--- src/rtl/rom_pkg.sv ---
// Shared types and widths for the instruction ROM loader.
// The instruction and address widths match the CPU's InstBus and InstAddrBus (both 16 bits).
package rom_pkg;

  localparam int INST_W      = 16;
  localparam int INST_ADDR_W = 16;
  localparam int LD_BYTE_W   = 8;

  typedef enum logic [1:0] {
    LD_IDLE,
    LD_HI,
    LD_LO
  } ld_state_t;

endpackage

--- src/rtl/inst_mem.sv ---
// Instruction word array: one synchronous write port and one asynchronous read port.
// The array has no reset, so its contents survive a reset of the loader.
module inst_mem #(
  parameter int DATA_W = 16,
  parameter int DEPTH  = 256
) (
  input  logic                     clk,
  input  logic                     we,
  input  logic [$clog2(DEPTH)-1:0] waddr,
  input  logic [DATA_W-1:0]        wdata,
  input  logic [$clog2(DEPTH)-1:0] raddr,
  output logic [DATA_W-1:0]        rdata
);

  logic [DATA_W-1:0] mem [DEPTH];

  always_ff @(posedge clk) begin
    if (we) begin
      mem[waddr] <= wdata;
    end
  end

  assign rdata = mem[raddr];

endmodule

--- src/rtl/inst_rom_loader.sv ---
// Instruction ROM with a byte-wide run-time load port (high byte first).
// The CPU is held and fetches read 0 for as long as a load is in progress.
module inst_rom_loader
  import rom_pkg::*;
#(
  parameter int ADDR_W = INST_ADDR_W,
  parameter int DATA_W = INST_W,
  parameter int DEPTH  = 256
) (
  input  logic                     clk,
  input  logic                     rst,
  input  logic                     rom_ce_i,
  input  logic [ADDR_W-1:0]        rom_addr_i,
  output logic [DATA_W-1:0]        rom_data_o,
  input  logic                     ld_start_i,
  input  logic                     ld_valid_i,
  input  logic [LD_BYTE_W-1:0]     ld_data_i,
  input  logic                     ld_last_i,
  output logic                     ld_ready_o,
  output logic                     ld_busy_o,
  output logic [$clog2(DEPTH):0]   ld_count_o,
  output logic                     ld_err_o,
  output logic                     cpu_hold_o
);

  localparam int IDX_W = $clog2(DEPTH);
  localparam int CNT_W = IDX_W + 1;

  ld_state_t              state_reg;
  logic [CNT_W-1:0]       cnt_reg;
  logic [LD_BYTE_W-1:0]   hi_reg;
  logic                   err_reg;
  logic                   ready_reg;
  logic                   busy_reg;
  logic                   hold_reg;

  logic                   accept;
  logic                   cnt_full;
  logic                   mem_we;
  logic                   addr_ok;
  logic [DATA_W-1:0]      rd_data;

  assign accept   = ld_valid_i && ready_reg;
  assign cnt_full = (cnt_reg == CNT_W'(DEPTH));
  // A restart wins over a byte presented in the same cycle, so it also blocks the write.
  assign mem_we   = (state_reg == LD_LO) && accept && !ld_start_i && !cnt_full;

  // The pointer and the word count are the same quantity; one register serves both.
  always_ff @(posedge clk or negedge rst) begin
    if (!rst) begin
      state_reg <= LD_IDLE;
      cnt_reg   <= '0;
      hi_reg    <= '0;
      err_reg   <= 1'b0;
      ready_reg <= 1'b0;
      busy_reg  <= 1'b0;
      hold_reg  <= 1'b0;
    end else if (ld_start_i) begin
      state_reg <= LD_HI;
      cnt_reg   <= '0;
      err_reg   <= 1'b0;
      ready_reg <= 1'b1;
      busy_reg  <= 1'b1;
      hold_reg  <= 1'b1;
    end else begin
      case (state_reg)
        LD_HI: begin
          if (accept) begin
            if (ld_last_i) begin
              err_reg   <= 1'b1;
              state_reg <= LD_IDLE;
              ready_reg <= 1'b0;
              busy_reg  <= 1'b0;
              hold_reg  <= 1'b0;
            end else begin
              hi_reg    <= ld_data_i;
              state_reg <= LD_LO;
            end
          end
        end
        LD_LO: begin
          if (accept) begin
            if (cnt_full) begin
              err_reg <= 1'b1;
            end else begin
              cnt_reg <= cnt_reg + 1'b1;
            end
            if (ld_last_i) begin
              state_reg <= LD_IDLE;
              ready_reg <= 1'b0;
              busy_reg  <= 1'b0;
              hold_reg  <= 1'b0;
            end else begin
              state_reg <= LD_HI;
            end
          end
        end
        default: begin
          state_reg <= LD_IDLE;
          ready_reg <= 1'b0;
          busy_reg  <= 1'b0;
          hold_reg  <= 1'b0;
        end
      endcase
    end
  end

  inst_mem #(
    .DATA_W (DATA_W),
    .DEPTH  (DEPTH)
  ) u_mem (
    .clk   (clk),
    .we    (mem_we),
    .waddr (cnt_reg[IDX_W-1:0]),
    .wdata ({hi_reg, ld_data_i}),
    .raddr (rom_addr_i[IDX_W-1:0]),
    .rdata (rd_data)
  );

  // Widened compare so DEPTH == 2**ADDR_W does not truncate to zero.
  assign addr_ok    = ({1'b0, rom_addr_i} < (ADDR_W + 1)'(DEPTH));
  assign rom_data_o = (rom_ce_i && !hold_reg && addr_ok) ? rd_data : '0;

  assign ld_ready_o = ready_reg;
  assign ld_busy_o  = busy_reg;
  assign ld_count_o = cnt_reg;
  assign ld_err_o   = err_reg;
  assign cpu_hold_o = hold_reg;

endmodule

--- config.mk ---
export PLATFORM = sky130hd
export DESIGN_NAME = inst_rom_loader
export DESIGN_NICKNAME = d
export VERILOG_FILES = /design/src/rtl/rom_pkg.sv /design/src/rtl/inst_mem.sv /design/src/rtl/inst_rom_loader.sv
export SDC_FILE = /design/constraint.sdc
export NUM_CORES = 2
export LEC_CHECK = 0
export CORE_MARGIN = 4
export CORE_UTILIZATION = 60
export DETAILED_ROUTE_END_ITERATION = 10
export PLACE_DENSITY = 0.73
export RECOVER_POWER = 50
export SLEW_MARGIN = 20
export SYNTH_ARGS = -nofsm -noshare
export SYNTH_HDL_FRONTEND = slang
export SYNTH_SLANG_ARGS = --single-unit
--- constraint.sdc ---
create_clock -name clk -period 5.8 [get_ports clk]
set_input_delay 1.16 -clock clk [delete_from_list [all_inputs] [get_ports clk]]
set_output_delay 1.16 -clock clk [all_outputs]
set_load 0.01 [all_outputs]
# Word-level counts from Yosys, hierarchy flattened
# Memory sizes are Yosys's and may differ from the RTL's.
# Cells that the tools add are included.
# word_totals
ff_bits,21
mem_bits_rw,4096
in_bits,30
output_inout_bits,29
word_cells,61
memories,1
# classes
n_addsub,1
magnitude_cmp,1
eq_ne,10
mux,23
bitwise,2
n_reduce_logical,18
# mem_list
memory,depth,word_bits,rd,rd_ports_with_merged_regs,write_ports,line_no,rtl
u_mem.mem,256,16,1,0,1,inst_mem.sv:15,logic [DATA_W-1:0] mem [DEPTH];
# op_table
cell,n
$mux 9,4
$lt 16x9->1 const B,1
$mux 16,1
$mux 1,12
$ne 3x3->1 const B,4
$add 9x1->9 const B,1
$eq 9x9->1 const B,1
$mux 2,4
$logic_and 1x1->1,6
$ne 3x1->1 const B,2
$reduce_and 5->1,1
$pmux 2 s2,1
$reduce_and 2->1,2
$reduce_and 4->1,1
$reduce_bool 2->1,2
$logic_not 1->1,3
$reduce_and 3->1,1
$reduce_bool 3->1,1
$eq 2x1->1 const B,1
$eq 2x2->1 const B,1
$ne 2x2->1 const B,1
$not 1->1,2
$pmux 1 s2,1
$reduce_or 2->1,1

# Logic depth before layout (Yosys ltp)
# logic_depth
word_depth,6
depth_mapped,14

# Modules after synthesis
# Synthesis repeated with hierarchy kept, for this count alone.
# unflattened
hier_cells,7462
area_unflattened_um2,159620.6
# by_module_without_submodules
mod,instances,cells_per_inst,area_per_inst_um2
inst_mem,1,7344,158394.4
inst_rom_loader,1,118,1226.2

# Worst setup path before layout
# Ideal clock, no wire load.
# synth_path
path_kind,input-to-output
startpoint,in rom_addr_i[0]
endpoint,out rom_data_o[11]
arrival_time_ns,3.220
required_time_ns,4.640
path_slack_ns,1.420
cell_stages,12
path_buffers,5
path_cell_list,buf_6 buf_12 buf_12 buf_12 buf_12 mux2i_1 o22ai_1 nor3_1 a221oi_1 o211ai_1 a221o_1 o32ai_1
# synth_via
elab_chain_cells,3
elab_cells_between_ends,4
classes_between,1 x order compare; 1 x mux; 1 x reduce/logical; 1 x memory
# synth_lines
item,line_no,rtl
from (decl),inst_rom_loader.sv:13,"input logic [ADDR_W-1:0] rom_addr_i,"
branches (longest 2 deep; another with $mem_v2 256x16),n/a,
$mux 16 *,inst_rom_loader.sv:122,assign rom_data_o = (rom_ce_i && !hold_reg && addr_ok) ? rd_data : '0;
to (decl),inst_rom_loader.sv:14,"output logic [DATA_W-1:0] rom_data_o,"
# Mark *: on every way between the ends.

# Final worst setup path
# layout_path
startpoint,in rom_addr_i[1]
endpoint,out rom_data_o[1]
# Same word-level chain as after synthesis.

==> flow_summary_export.csv <==
group,metric,value,unit
critical_path,cp_slowest_stage_delay,0.52,ns
synth,seq_area_frac_synth,0.769,
die,fp.coreArea,266000,µm²
critical_path,criticalPathCategory,"input port to output port",
layout,layout_common_cells,"4096 x edfxtp_1, 743 x mux4_2, 730 x buf_4",
critical_path,required,4.64,ns
timing,post-route-period-util,1.01,
clock_tree,clkTransAtPathRegs,0.07,ns
timing,worst_pin_slew,5.95,ns
global_routing,grt_pass1_wl,642000,µm
detailed_routing,drc_errors,0,
status,status,"finished with violations",
synth,synth_cell_types,79,
timing,finalHoldViolCount,0,
layout,final_nets,8413,
hold_path,hp-start,"ld_err_o",
status,violations,"max-capacitance violations, max-slew violations, negative setup slack",
global_routing,antenna_found_initial,20,
critical_path,reg2reg_depth,2,
synth,synth_top_flop_cell,"edfxtp_1",
synth,syn_area,161000,µm²
timing,finClkSkew,0.0873,ns
critical_path,slowest_stage,"clkdlybuf4s50_1",
power,ir_drop,332,µV
timing,setup_viol,4,
synth,synthArstFlopShare,0.00510,
synth,avgSynthCellArea,21.6,µm²
critical_path,regToRegSetupSlack,0.29,ns
timing,clock.fmax,170,MHz
layout,layout-drive-gt1-share,0.277,
synth,synth_edf_count,4096,
detailed_routing,first_iter_violations,14300,
synth,ys_ff_latch,4117,
die,die_y,525,µm
critical_path,critPathBufInv,6,
detailed_routing,vias_per_cell,7.03,
timing,timing.final.ws_setup,-0.0666,ns
clock_tree,numCtsBuffers,403,
synth,ys_warn_count,0,
clock_tree,htree_levels,5,
detailed_routing,wl,459000,µm
hold_path,whs_endpoint,"ld_err_o",
layout,stdcell_count,12200,
die,die_area,276000,µm²
critical_path,r2r_start,"hi_reg[3]",
placement,hpwlAfterDp,275000,µm
detailed_routing,vias,86000,
critical_path,crit_fanout,20,
synth,synthXorXnorAreaFrac,0.000382,
detailed_routing,detail_route.wl_per_cell,37.5,µm
clock_tree,clock_path_buffers,4,
critical_path,worstPathCellList,"buf_8 > or2_4 > buf_4 > buf_4 > buf_4 > o221ai_1 > a211o_1 > o21ai_0 > a21oi_1 > o211ai_1 > o41ai_4 > buf_4 > clkdlybuf4s50_1",
critical_path,setup.worst_path.start_class,"input port",
synth,synth-simple-area-share,0.0202,
layout,final_common_cell,"edfxtp_1",
synth,netlist_instances,7428,
global_routing,track_usage,0.329,
hold_path,whs_path_depth,2,
critical_path,path_delay_family,"buffers and inverters",
die,start_util,0.604,
clock_tree,cts_hold_buffers,0,
timing,finalSetupTns,-0.111,ns
critical_path,endpoint_kind,"output port",
die,ios,59,
synth,synth_compound_area_frac,0.0322,
clock_tree,cts_sinks,4117,
layout,largest_reg_flops,4096,
timing,min_period,5.87,ns
die,rows,189,
critical_path,arrival,4.71,ns
detailed_routing,dr.pass1.iters,8,
flow_run,max-cap-violations,26,
synth,synth_top_family_by_area,"multiplexers",
synth,post_synth_fa_ha_maj_area_fraction,0.000468,
clock_tree,cts_tree,"yes",
timing,slew-limit-headroom,-2.97,
synth,synth_mux_area_frac,0.155,
power,p_leak,60.1,nW
placement,gp_congestion,0.941,
global_routing,grt_pass1_vias,83600,
global_routing,gr-total-overflow,0,
layout,area_growth,14.9,%
global_routing,grt_max_degree,225,
clock_tree,cts-root-buf,"clkbuf_16",
clock_tree,clk_latency,0.95,ns
layout,n_fill_cell,15500,
critical_path,r2r_end,"u_mem.mem[230][11]",
detailed_routing,ant_nets,0,
die,fp.dieW,525,µm
synth,synth_fp_nets,7464,
placement,dp_slack,-0.979,ns
power,p_per_area,350,nW/µm²
placement,numPortBuffers,58,
placement,dp_cells,11500,
timing,slew_viol_final,2412,
critical_path,cp_common_cell,"buf_4",
hold_path,min_path_type,"flop to flop",
## cell type report
type / count / area, µm² / share of cell area
inverter: 9 / 48.8 / 0.000265
clock buffer: 488 / 10500 / 0.0572
clock inverter: 236 / 1950 / 0.0106
multi-input combinational: 2863 / 34100 / 0.185
timing repair buffer: 983 / 9810 / 0.0532
sequential: 4117 / 124000 / 0.670
antenna: 7 / 17.5 / 0.0000950
tap: 3533 / 4420 / 0.0240
## worst min-delay path, delay by kind of cell (launching register included)
kind	cells	cell delay (ns)
AOI/OAI and AO/OA	1	0.04
DFF	1	0.35
and+or+nand+nor	1	0.07
## cells by family (layout without fill, tap and decap cells)
family,Yosys count,after routing
AO/OA/AOI/OAI,732,732
XOR/XNOR,7,7
adder cells (fa/ha/maj),6,6
buffers and inverters,449,1716
flip-flops,4117,4117
multiplexers,1383,1383
other,0,7
AND/OR/NAND/NOR,734,735
## how the worst max path moves through the flow
| stage | from | to | slack, ns | depth (start not counted) |
|---|---|---|---|---|
| floorplan | rom_addr_i[0] | rom_data_o[11] | 1.42 | 12 |
| global placement | rom_addr_i[11] | rom_data_o[8] | -0.94 | 10 |
| detailed placement | rom_addr_i[11] | rom_data_o[8] | -0.98 | 10 |
| CTS | rom_addr_i[0] | rom_data_o[5] | -0.05 | 13 |
| global route | rom_addr_i[0] | rom_data_o[8] | -0.02 | 10 |
| finish | rom_addr_i[1] | rom_data_o[1] | -0.07 | 13 |
## through the flow
step | hold WS [ns] | cell area (µm²) | utilization | total power, W
2_1_floorplan | 0.475 | 161000 | - | 0.0377
3_3_place_gp | 0.482 | 171000 | 0.644 | 0.0396
3_5_place_dp | 0.495 | 171000 | 0.644 | 0.0398
4_1_cts | 0.513 | 184000 | 0.693 | 0.0645
5_1_grt | 0.565 | 184000 | 0.694 | 0.0663
6_report | 0.506 | 184000 | 0.694 | 0.0646
## cells in the mapped netlist (all sizes together) (31+ instances only)
library cell	instances	share of area
o22ai	133	0.0052
nand3	37	0.0012
mux2i	512	0.032
a21oi	127	0.0040
clkbuf	132	0.0051
edfxtp	4096	0.77
nor2	397	0.0093
a211oi	31	0.0014
o221ai	196	0.011
o21ai	94	0.0029
nor3	39	0.0012
a22oi	32	0.0015
nand2	126	0.0029
buf	307	0.017
mux4	847	0.12
## per-layer routing
metal  global-route usage  vias up  share of wire
li1                     -    33400              -
met1                0.456    44500           0.34
met2                0.487     7000           0.45
met3               0.0972     1114           0.14
met4                0.156        8          0.059
met5              0.00121        -        0.00011
## what timing repair did
item	4_1_cts	5_1_grt
setup endpoints to repair	16	14
gates cloned	7	5
pin swaps	13	8
gates resized for setup	73	43
hold endpoints to repair	0	0
setup buffers	10	3
## power by group
| part | switching [W] | internal (W) |
|---|---|---|
| Clock | 0.0110 | 0.0140 |
| Combinational | 0.00333 | 0.00127 |
| Sequential | 0.000402 | 0.0345 |
| Total | 0.0148 | 0.0499 |
Note: power is estimated with default switching activity, not from simulation.
